==> src/rtl/seq_alu_hs_if.sv <==
// Handshake bundle for seq_alu_hs: operand/opcode in, registered result and flags out.
interface seq_alu_hs_if #(parameter int WIDTH = 16);
  logic             in_valid;
  logic             in_ready;
  logic [WIDTH-1:0] A;
  logic [WIDTH-1:0] B;
  logic             c;
  logic [2:0]       opc;
  logic             out_valid;
  logic             out_ready;
  logic [WIDTH-1:0] W;
  logic             zer;
  logic             neg;
  logic             cout;
  logic             ovf;

  modport master (
    output in_valid, A, B, c, opc, out_ready,
    input  in_ready, out_valid, W, zer, neg, cout, ovf
  );

  modport slave (
    input  in_valid, A, B, c, opc, out_ready,
    output in_ready, out_valid, W, zer, neg, cout, ovf
  );
endinterface

==> src/rtl/seq_alu_hs.sv <==
// Clocked ALU with valid/ready handshake and a multi-cycle shift-add multiply.
//
// state | meaning
// IDLE  | ready for an operand bundle
// BUSY  | shift-add multiply iterating, cnt iterations left
// DONE  | result and flags held until the consumer takes them
module seq_alu_hs #(
  parameter int WIDTH = 16
) (
  input logic         clk,
  input logic         rst,
  seq_alu_hs_if.slave bus
);
  localparam int MSB = WIDTH - 1;
  localparam int H   = WIDTH / 2;
  localparam int CW  = $clog2(WIDTH + 1);

  typedef enum logic [1:0] {IDLE, BUSY, DONE} state_t;

  state_t           state;
  logic [WIDTH-1:0] mcand;
  logic [WIDTH-1:0] mplier;
  logic [WIDTH-1:0] acc;
  logic [CW-1:0]    cnt;

  logic [WIDTH-1:0] add_a;
  logic [WIDTH-1:0] add_b;
  logic             add_ci;
  logic [WIDTH:0]   sum;
  logic             add_ovf;
  logic [WIDTH-1:0] alu_w;
  logic             alu_c;
  logic             alu_v;
  logic [WIDTH-1:0] acc_next;

  assign bus.in_ready  = (state == IDLE);
  assign bus.out_valid = (state == DONE);

  // Shared adder: operand selection per opcode, then one WIDTH+1 bit sum.
  always_comb begin
    add_a  = bus.A;
    add_b  = '0;
    add_ci = 1'b0;
    case (bus.opc)
      3'b000: begin add_a = ~bus.A; add_ci = 1'b1; end
      3'b001: add_ci = 1'b1;
      3'b010: begin add_b = bus.B; add_ci = bus.c; end
      3'b011: add_b = bus.B >> 1;
      default: ;
    endcase
    sum     = {1'b0, add_a} + {1'b0, add_b} + {{WIDTH{1'b0}}, add_ci};
    add_ovf = (add_a[MSB] == add_b[MSB]) && (sum[MSB] != add_a[MSB]);
  end

  // Result and flag selection for the single-cycle operations.
  always_comb begin
    alu_w = sum[WIDTH-1:0];
    alu_c = 1'b0;
    alu_v = 1'b0;
    case (bus.opc)
      3'b000: alu_v = (bus.A == {1'b1, {(WIDTH-1){1'b0}}});
      3'b001, 3'b010, 3'b011: begin
        alu_c = sum[WIDTH];
        alu_v = add_ovf;
      end
      3'b100: alu_w = bus.A & bus.B;
      3'b101: alu_w = bus.A | bus.B;
      3'b110: alu_w = {bus.A[H-1:0], bus.B[H-1:0]};
      default: alu_w = '0;
    endcase
  end

  // One shift-add step: add the shifted multiplicand when the multiplier LSB is set.
  always_comb begin
    acc_next = acc + (mplier[0] ? mcand : '0);
  end

  // Handshake FSM with registered result, flags and multiply datapath.
  always_ff @(posedge clk) begin
    if (!rst) begin
      state    <= IDLE;
      bus.W    <= '0;
      bus.zer  <= 1'b0;
      bus.neg  <= 1'b0;
      bus.cout <= 1'b0;
      bus.ovf  <= 1'b0;
      mcand    <= '0;
      mplier   <= '0;
      acc      <= '0;
      cnt      <= '0;
    end else begin
      case (state)
        IDLE: begin
          if (bus.in_valid) begin
            if (bus.opc == 3'b111) begin
              mcand  <= bus.A;
              mplier <= bus.B;
              acc    <= '0;
              cnt    <= CW'(WIDTH);
              state  <= BUSY;
            end else begin
              bus.W    <= alu_w;
              bus.zer  <= (alu_w == '0);
              bus.neg  <= alu_w[MSB];
              bus.cout <= alu_c;
              bus.ovf  <= alu_v;
              state    <= DONE;
            end
          end
        end
        BUSY: begin
          acc    <= acc_next;
          mcand  <= mcand << 1;
          mplier <= mplier >> 1;
          cnt    <= cnt - CW'(1);
          if (cnt == CW'(1)) begin
            bus.W    <= acc_next;
            bus.zer  <= (acc_next == '0);
            bus.neg  <= acc_next[MSB];
            bus.cout <= 1'b0;
            bus.ovf  <= 1'b0;
            state    <= DONE;
          end
        end
        DONE: begin
          if (bus.out_ready) state <= IDLE;
        end
        default: state <= IDLE;
      endcase
    end
  end
endmodule

==> src/flat_wrapper.sv <==
// flat-port wrapper written by rule: the top's interface ports become plain ports
module seq_alu_hs_flat 
#(
  parameter int WIDTH = 16
)
  (clk, rst, bus_in_valid, bus_A, bus_B, bus_c, bus_opc, bus_out_ready, bus_in_ready, bus_out_valid, bus_W, bus_zer, bus_neg, bus_cout, bus_ovf);
  seq_alu_hs_if #(.WIDTH(WIDTH)) bus_i ();
  input logic clk;
  input logic rst;
  input wire logic [$bits(bus_i.in_valid)-1:0] bus_in_valid;
  input wire logic [$bits(bus_i.A)-1:0] bus_A;
  input wire logic [$bits(bus_i.B)-1:0] bus_B;
  input wire logic [$bits(bus_i.c)-1:0] bus_c;
  input wire logic [$bits(bus_i.opc)-1:0] bus_opc;
  input wire logic [$bits(bus_i.out_ready)-1:0] bus_out_ready;
  output wire logic [$bits(bus_i.in_ready)-1:0] bus_in_ready;
  output wire logic [$bits(bus_i.out_valid)-1:0] bus_out_valid;
  output wire logic [$bits(bus_i.W)-1:0] bus_W;
  output wire logic [$bits(bus_i.zer)-1:0] bus_zer;
  output wire logic [$bits(bus_i.neg)-1:0] bus_neg;
  output wire logic [$bits(bus_i.cout)-1:0] bus_cout;
  output wire logic [$bits(bus_i.ovf)-1:0] bus_ovf;
  assign bus_i.in_valid = bus_in_valid;
  assign bus_i.A = bus_A;
  assign bus_i.B = bus_B;
  assign bus_i.c = bus_c;
  assign bus_i.opc = bus_opc;
  assign bus_i.out_ready = bus_out_ready;
  assign bus_in_ready = bus_i.in_ready;
  assign bus_out_valid = bus_i.out_valid;
  assign bus_W = bus_i.W;
  assign bus_zer = bus_i.zer;
  assign bus_neg = bus_i.neg;
  assign bus_cout = bus_i.cout;
  assign bus_ovf = bus_i.ovf;
  seq_alu_hs #(.WIDTH(WIDTH)) u_core (.clk(clk), .rst(rst), .bus(bus_i));
endmodule
==> config.mk <==
export PLATFORM = sky130hd
export DESIGN_NAME = seq_alu_hs_flat
export DESIGN_NICKNAME = d
export VERILOG_FILES = /design/src/rtl/seq_alu_hs_if.sv /design/src/rtl/seq_alu_hs.sv /design/src/flat_wrapper.sv
export SDC_FILE = /design/constraint.sdc
export NUM_CORES = 1
export LEC_CHECK = 0
export ABC_CLOCK_PERIOD_IN_PS = 6000
export CELL_PAD_IN_SITES_DETAIL_PLACEMENT = 0
export CELL_PAD_IN_SITES_GLOBAL_PLACEMENT = 1
export CORE_MARGIN = 2
export CORE_UTILIZATION = 38
export DETAILED_ROUTE_END_ITERATION = 12
export PLACE_DENSITY = 0.8
export REMOVE_ABC_BUFFERS = 1
export SLEW_MARGIN = 10
export SYNTH_ARGS = -nofsm -noshare
export SYNTH_HDL_FRONTEND = slang
export SYNTH_SLANG_ARGS = --single-unit
==> constraint.sdc <==
create_clock -name clk -period 6 [get_ports clk]
set_input_delay 1.2 -clock clk [delete_from_list [all_inputs] [get_ports clk]]
set_output_delay 1.2 -clock clk [all_outputs]
set_load 0.02 [all_outputs]
# After elaboration in Yosys (flattened, before gate mapping)

Index checks and enable logic that the tools add are counted.

Add/sub/neg operators: 4
Eq/ne operators: 18
Multiplexer cells: 43
Bitwise operators: 3
Reduce and logical (&&, ||, !) cells: 12

Operators with widths:

| kind                                             | number |
|---|---|
| 2-to-1 mux 16 bit                                | 11 |
| case mux 16 bit (2 select lines)                 | 5 |
| case mux 16 bit (4 select lines)                 | 1 |
| zero test 16 bit                                 | 2 |
| adder 16 x 16 -> 17 bit                          | 1 |
| adder 17 x 1 -> 17 bit                           | 1 |
| adder 16 bit                                     | 1 |
| AND 16 bit                                       | 1 |
| == test 16 bit, second input constant            | 1 |
| inverter 16 bit                                  | 1 |
| OR 16 bit                                        | 1 |
| == test 3 bit, second input constant             | 4 |
| 2-to-1 mux 1 bit                                 | 12 |
| case mux 1 bit (2 select lines)                  | 6 |
| 2-to-1 mux 5 bit                                 | 2 |
| case mux 5 bit (2 select lines)                  | 1 |
| 2-to-1 mux 2 bit                                 | 4 |
| == test 3 x 2 -> 1 bit, second input constant    | 2 |
| != test 2 bit, second input constant             | 3 |
| case mux 2 bit (3 select lines)                  | 1 |
| AND reduction 3 bit                              | 2 |
| == test 5 x 1 -> 1 bit, second input constant    | 1 |
| subtractor 5 x 1 -> 5 bit, second input constant | 1 |
| != test 2 x 1 -> 1 bit, second input constant    | 2 |
| other kinds (13)                                 | 13 |

Register bits: 75
Bits of input ports: 40
Logic and storage cells: 90

# Longest topological paths before layout

Depth after elaboration: 10
Depth in mapped cells: 17
Mapped depth without buffers: 14

# Least setup slack after synthesis

No wires, ideal clock.

Path kind: input to register
Start point: in bus_opc[2]
End point: reg u_core.bus.zer
Library setup time: 0.084 ns
Arrival: 5.716 ns
Data required time: 5.916 ns
Slack: 0.199 ns
Stages on the path: 15
Path buffers: 4
Cell sequence: clkbuf_1 -> clkbuf_1 -> clkbuf_1 -> nor3_1 -> clkbuf_1 -> xor2_1 -> ha_1 -> nor2b_1 -> o311a_1 -> o211ai_1 -> nand3_1 -> or4b_1 -> or4_1 -> or4b_1 -> o31ai_2

Word-level cells in the longest chain between the ends: 9
Elaborated cells between the ends (all ways): 22
Classes of those cells: add/sub (2); eq/ne (8); mux (7); reduce/logical (5)

Ends and longest elaborated chain:

| item                                                                       | RTL line                           | source |
|---|---|---|
| start: declaration                                                         | flat_wrapper.sv:14                 | `input wire logic [$bits(bus_i.opc)-1:0] bus_opc;` |
| == test 3 x 2 -> 1 bit, or another cell as far along                       | seq_alu_hs.sv:44, seq_alu_hs.sv:60 |  |
| case mux 16 bit (2 select lines), or another cell as far along             | seq_alu_hs.sv:44                   | `case (bus.opc)` |
| adder 16 x 16 -> 17 bit or case mux 1 bit (2 select lines) (tied branches) | seq_alu_hs.sv:51, seq_alu_hs.sv:44 |  |
| adder 17 x 1 -> 17 bit                                                     | seq_alu_hs.sv:51                   | `sum = {1'b0, add_a} + {1'b0, add_b} + {{WIDTH{1'b0}}, add_ci};` |
| case mux 16 bit (4 select lines)                                           | seq_alu_hs.sv:60                   | `case (bus.opc)` |
| zero test 16 bit                                                           | seq_alu_hs.sv:103                  | `bus.zer <= (alu_w == '0);` |
| 2-to-1 mux 1 bit                                                           | seq_alu_hs.sv:95                   | `if (bus.opc == 3'b111) begin` |
| 2-to-1 mux 1 bit                                                           | seq_alu_hs.sv:94                   | `if (bus.in_valid) begin` |
| case mux 1 bit (2 select lines)                                            | seq_alu_hs.sv:92                   | `case (state)` |
| end signal: assignment                                                     | seq_alu_hs.sv:103                  |  |
| end signal: assignment                                                     | seq_alu_hs.sv:118                  | `bus.zer <= (acc_next == '0);` |
| end: declaration                                                           | seq_alu_hs_if.sv:24                | `output in_ready, out_valid, W, zer, neg, cout, ovf` |

Parallel ways exist; a longest one is shown, timed or not. The select of a mux whose other input is x is not followed.
A chain may end at the register's enable or synchronous reset.

# Worst setup path in the final report

Start point: in bus_opc[1]
End point: reg u_core.bus.zer

The elaborated chain is that of the path after synthesis.

==> impl_metrics.csv <==
group,metric,value,unit
outcome,status,"finished, final reports clean",
grt,overflow,0,
timing,fin_crit_sh,85.6,%
synthesis,synth-xor-area-share,7.50,%
synthesis,yosysTopAreaCell,"dfxtp_1",
clock_network,post_cts_buffers,0,
grt,grt_use_total,20.5,%
timing,drv_slew,0,
worst_setup_path,cp_num_buf_inv,3,
timing,finClkSkew,9.27,ps
routing,via_per_inst,5.58,
run,maxCapViolCount,0,
clock_network,clock_latency,340,ps
finish,stdcell_area,6550,um^2
power,vdd_drop_max,0.140,mV
worst_setup_path,critical_path_class,"primary input to flip-flop",
routing,wl,16.1,mm
synthesis,synth_top_family_by_area,"simple AND/OR/NAND/NOR gates",
timing,setup_violations,0,
synthesis,ys_top_cells_by_area,"dfxtp_1 27%, nand2_1 7.8%, ha_1 7.3%",
placement,place_area,6240,um^2
timing,hold_violations,0,
worst_setup_path,arrival,5400,ps
timing,fmax,195,MHz
worst_setup_path,cp-end-kind,"flip-flop",
timing,worstMarginPinSlew,746,ps
synthesis,avgSynthCellArea,7.50,um^2
timing,setup-tns-final,0,ps
finish,area_growth,19.2,%
worst_setup_path,critPathLaunch,"bus_opc[1]",
timing,fin_hold_ws,458,ps
routing,dr.pass1.iters,5,
synthesis,synth.distinct_cells,67,
worst_setup_path,slowest_stage,"or4b_1",
synthesis,synth_mux_area_share,4.22,%
worst_setup_path,crit_path_max_fanout,16,
synthesis,async_flop_share,0,%
worst_setup_path,cp_top_family,"simple AND/OR/NAND/NOR gates",
floorplan,die_w,124,um
placement,gp_congestion,0.884,
routing,routed-via-count,5332,
synthesis,synth_flop_cell,"dfxtp_1",
synthesis,synth-compound-area-share,24.2,%
worst_setup_path,cp.required,6260,ps
min_path,hold_path_class,"flip-flop to flip-flop",
synthesis,yosysWarnings,0,
timing,period_needed,5140,ps
clock_network,clockRootBuffer,"clkbuf_16",
worst_setup_path,crit_chain,"clkdlybuf4s50_1, nor3_2, buf_4, xor2_1, inv_1, fa_1, nor2b_1, o311a_1, nor4_1, a211oi_1, nand3_1, or4b_1, or4_1, or4b_1, o31ai_2",
timing,maxSlewHeadroom,50.3,%
clock_network,cts_buffers,9,
worst_setup_path,cp_slowest_stage_delay,550,ps
clock_network,cts.htree.levels,3,
clock_network,ctsLongestPathBuffers,2,
min_path,min-delay-start,"u_core.bus.cout",
routing,drc,0,
clock_network,cts_resized,0,
clock_network,clk_pin_slew_worst_paths,60,ps
clock_network,hold_buffers,0,
floorplan,coreArea,14000,um^2
grt,antenna_found_initial,0,
routing,drt.antenna.violating_nets,0,
worst_setup_path,r2r_start,"u_core.state[1]",
floorplan,rows,43,
synthesis,ys_seq_area_share,27.0,%
routing,wl_per_cell,16.8,um
routing,drt_iter0_markers,340,
worst_setup_path,crit_top_cell,"or4b_1",
synthesis,yosysTopAreaCellShare,27.0,%
floorplan,pin_count,62,
synthesis,syn_inst,732,
synthesis,ys_seq_elements,74,
synthesis,synth-adder-area-share,8.39,%
power,leakagePower,2.61,nW
grt,grt_pass1_vias,4958,
placement,io_buffers,61,
placement,dp_hpwl,11.9,mm
finish,diodes,0,
synthesis,netlist_area,5490,um^2
finish,num-nets-final,845,
finish,layout-drive-gt1-share,5.55,%
floorplan,die_y,124,um
worst_setup_path,cp-start-kind,"primary input",
grt,grt_max_degree,71,
grt,grt_pass1_wl,26.1,mm
synthesis,synth_edf_count,0,
clock_network,cts_tree,"built",
synthesis,synth-simple-area-share,24.4,%
timing,rsz0062_at_grt,"false",
power,p_per_area,218,nW/um^2
clock_network,cts_num_sinks,74,
floorplan,fp.dieArea,15400,um^2
floorplan,initial_core_util,39.2,%
cell families (layout without fill, tap and decap cells):
kind of cell             count (synthesis)  count (layout)
AO/OA/AOI/OAI                          194             194
buffers and inverters                   59             102
XOR/XNOR                                47              47
adder cells (fa/ha/maj)                 35              35
multiplexers                            23              23
AND/OR/NAND/NOR                        300             300
flip-flops                              74              74
cells in the final DEF (no fill, tap or decap), drive strengths merged, types with 3 or more instances in the layout:
cell type and instances:
a211oi 4, a21o 7, a21oi 55, a221oi 7, a22oi 5, a311oi 30
a31oi 5, and2 18, and3 4, buf 12, clkbuf 11, clkdlybuf4s50 60
clkinv 3, dfxtp 74, fa 3, ha 32, inv 14, mux2i 22
nand2 114, nand2b 6, nand3 10, nand4 3, nor2 104, nor2b 5
nor3 11, nor4 7, o2111ai 3, o211ai 7, o21a 10, o21ai 30
o21bai 6, o221ai 7, or2 4, or3 3, or4 3, xnor2 12
xor2 35
registers in the layout, indices dropped and copies added (netlist names):
name and count:
u_core.mcand 16, u_core.bus.zer 1, u_core.mplier 16, u_core.state 2, u_core.bus.neg 1, u_core.acc 16
u_core.bus.ovf 1, u_core.bus.cout 1, u_core.cnt 5, u_core.bus.W 15
layout make-up:
type | instances | area (um^2)
clock inverters | 5 | 63.8
flip-flops and latches | 74 | 1480
well taps | 180 | 225
inverters | 14 | 52.6
multi-input cells | 599 | 3790
fillers | 1425 | 7440
clock buffers | 11 | 243
repair buffers | 72 | 688
per-stage QoR:
stage,setup slack [ps],cells,utilization [%],total power [W]
after detailed placement,539,939,44.6,0.000872
after global placement,661,939,44.6,0.000868
after floorplan,3.27,687,-,0.000738
after global routing,624,955,46.8,0.00150
final,861,955,46.8,0.00143
after CTS,892,955,46.8,0.00143
Yosys cell counts (all sizes together) (7+ instances only):
| master | n |
|---|---|
| a21oi | 55 |
| nand3 | 10 |
| o221ai | 7 |
| inv | 14 |
| mux2i | 22 |
| and2 | 18 |
| clkbuf | 40 |
| nand2 | 114 |
| nor3 | 11 |
| a21o | 7 |
| a221oi | 7 |
| ha | 32 |
| o211ai | 7 |
| xnor2 | 12 |
| a311oi | 30 |
| xor2 | 35 |
| nor4 | 7 |
| nor2 | 104 |
| dfxtp | 74 |
| o21a | 10 |
| o21ai | 30 |
final timing paths:
path | end | cells after the start | slack, ps
setup / recovery | u_core.bus.zer | 15 | 860
hold / removal | u_core.bus.cout | 2 | 460
setup reg to reg | u_core.bus.zer | 10 | 2330
hold reg to reg | u_core.bus.cout | 2 | 460
worst min-delay path: stages, from the launching register on:
cell and delay [ps]:
dfxtp_1 310, nand2_1 50, a21oi_1 50
layer usage:
layer  up-vias  wire [um]  global-route usage, %  share of wire (%)
li1       2701          -                      -                  -
met1      2490       7420                   27.9                 46
met2       121       7650                   33.8                 48
met3        20        674                   2.24                4.2
met4         0        336                   7.27                2.1
met5         -          0                      0                  0
power breakdown:
| part | leakage, nW | switching [W] | internal, W | total [W] |
|---|---|---|---|---|
| sequential | 0.601 | 0.0000191 | 0.000515 | 0.000534 |
| clock | 0.146 | 0.000226 | 0.000336 | 0.000562 |
| combinational | 1.87 | 0.000190 | 0.000139 | 0.000329 |
Note: power is estimated with default switching activity, not from simulation.
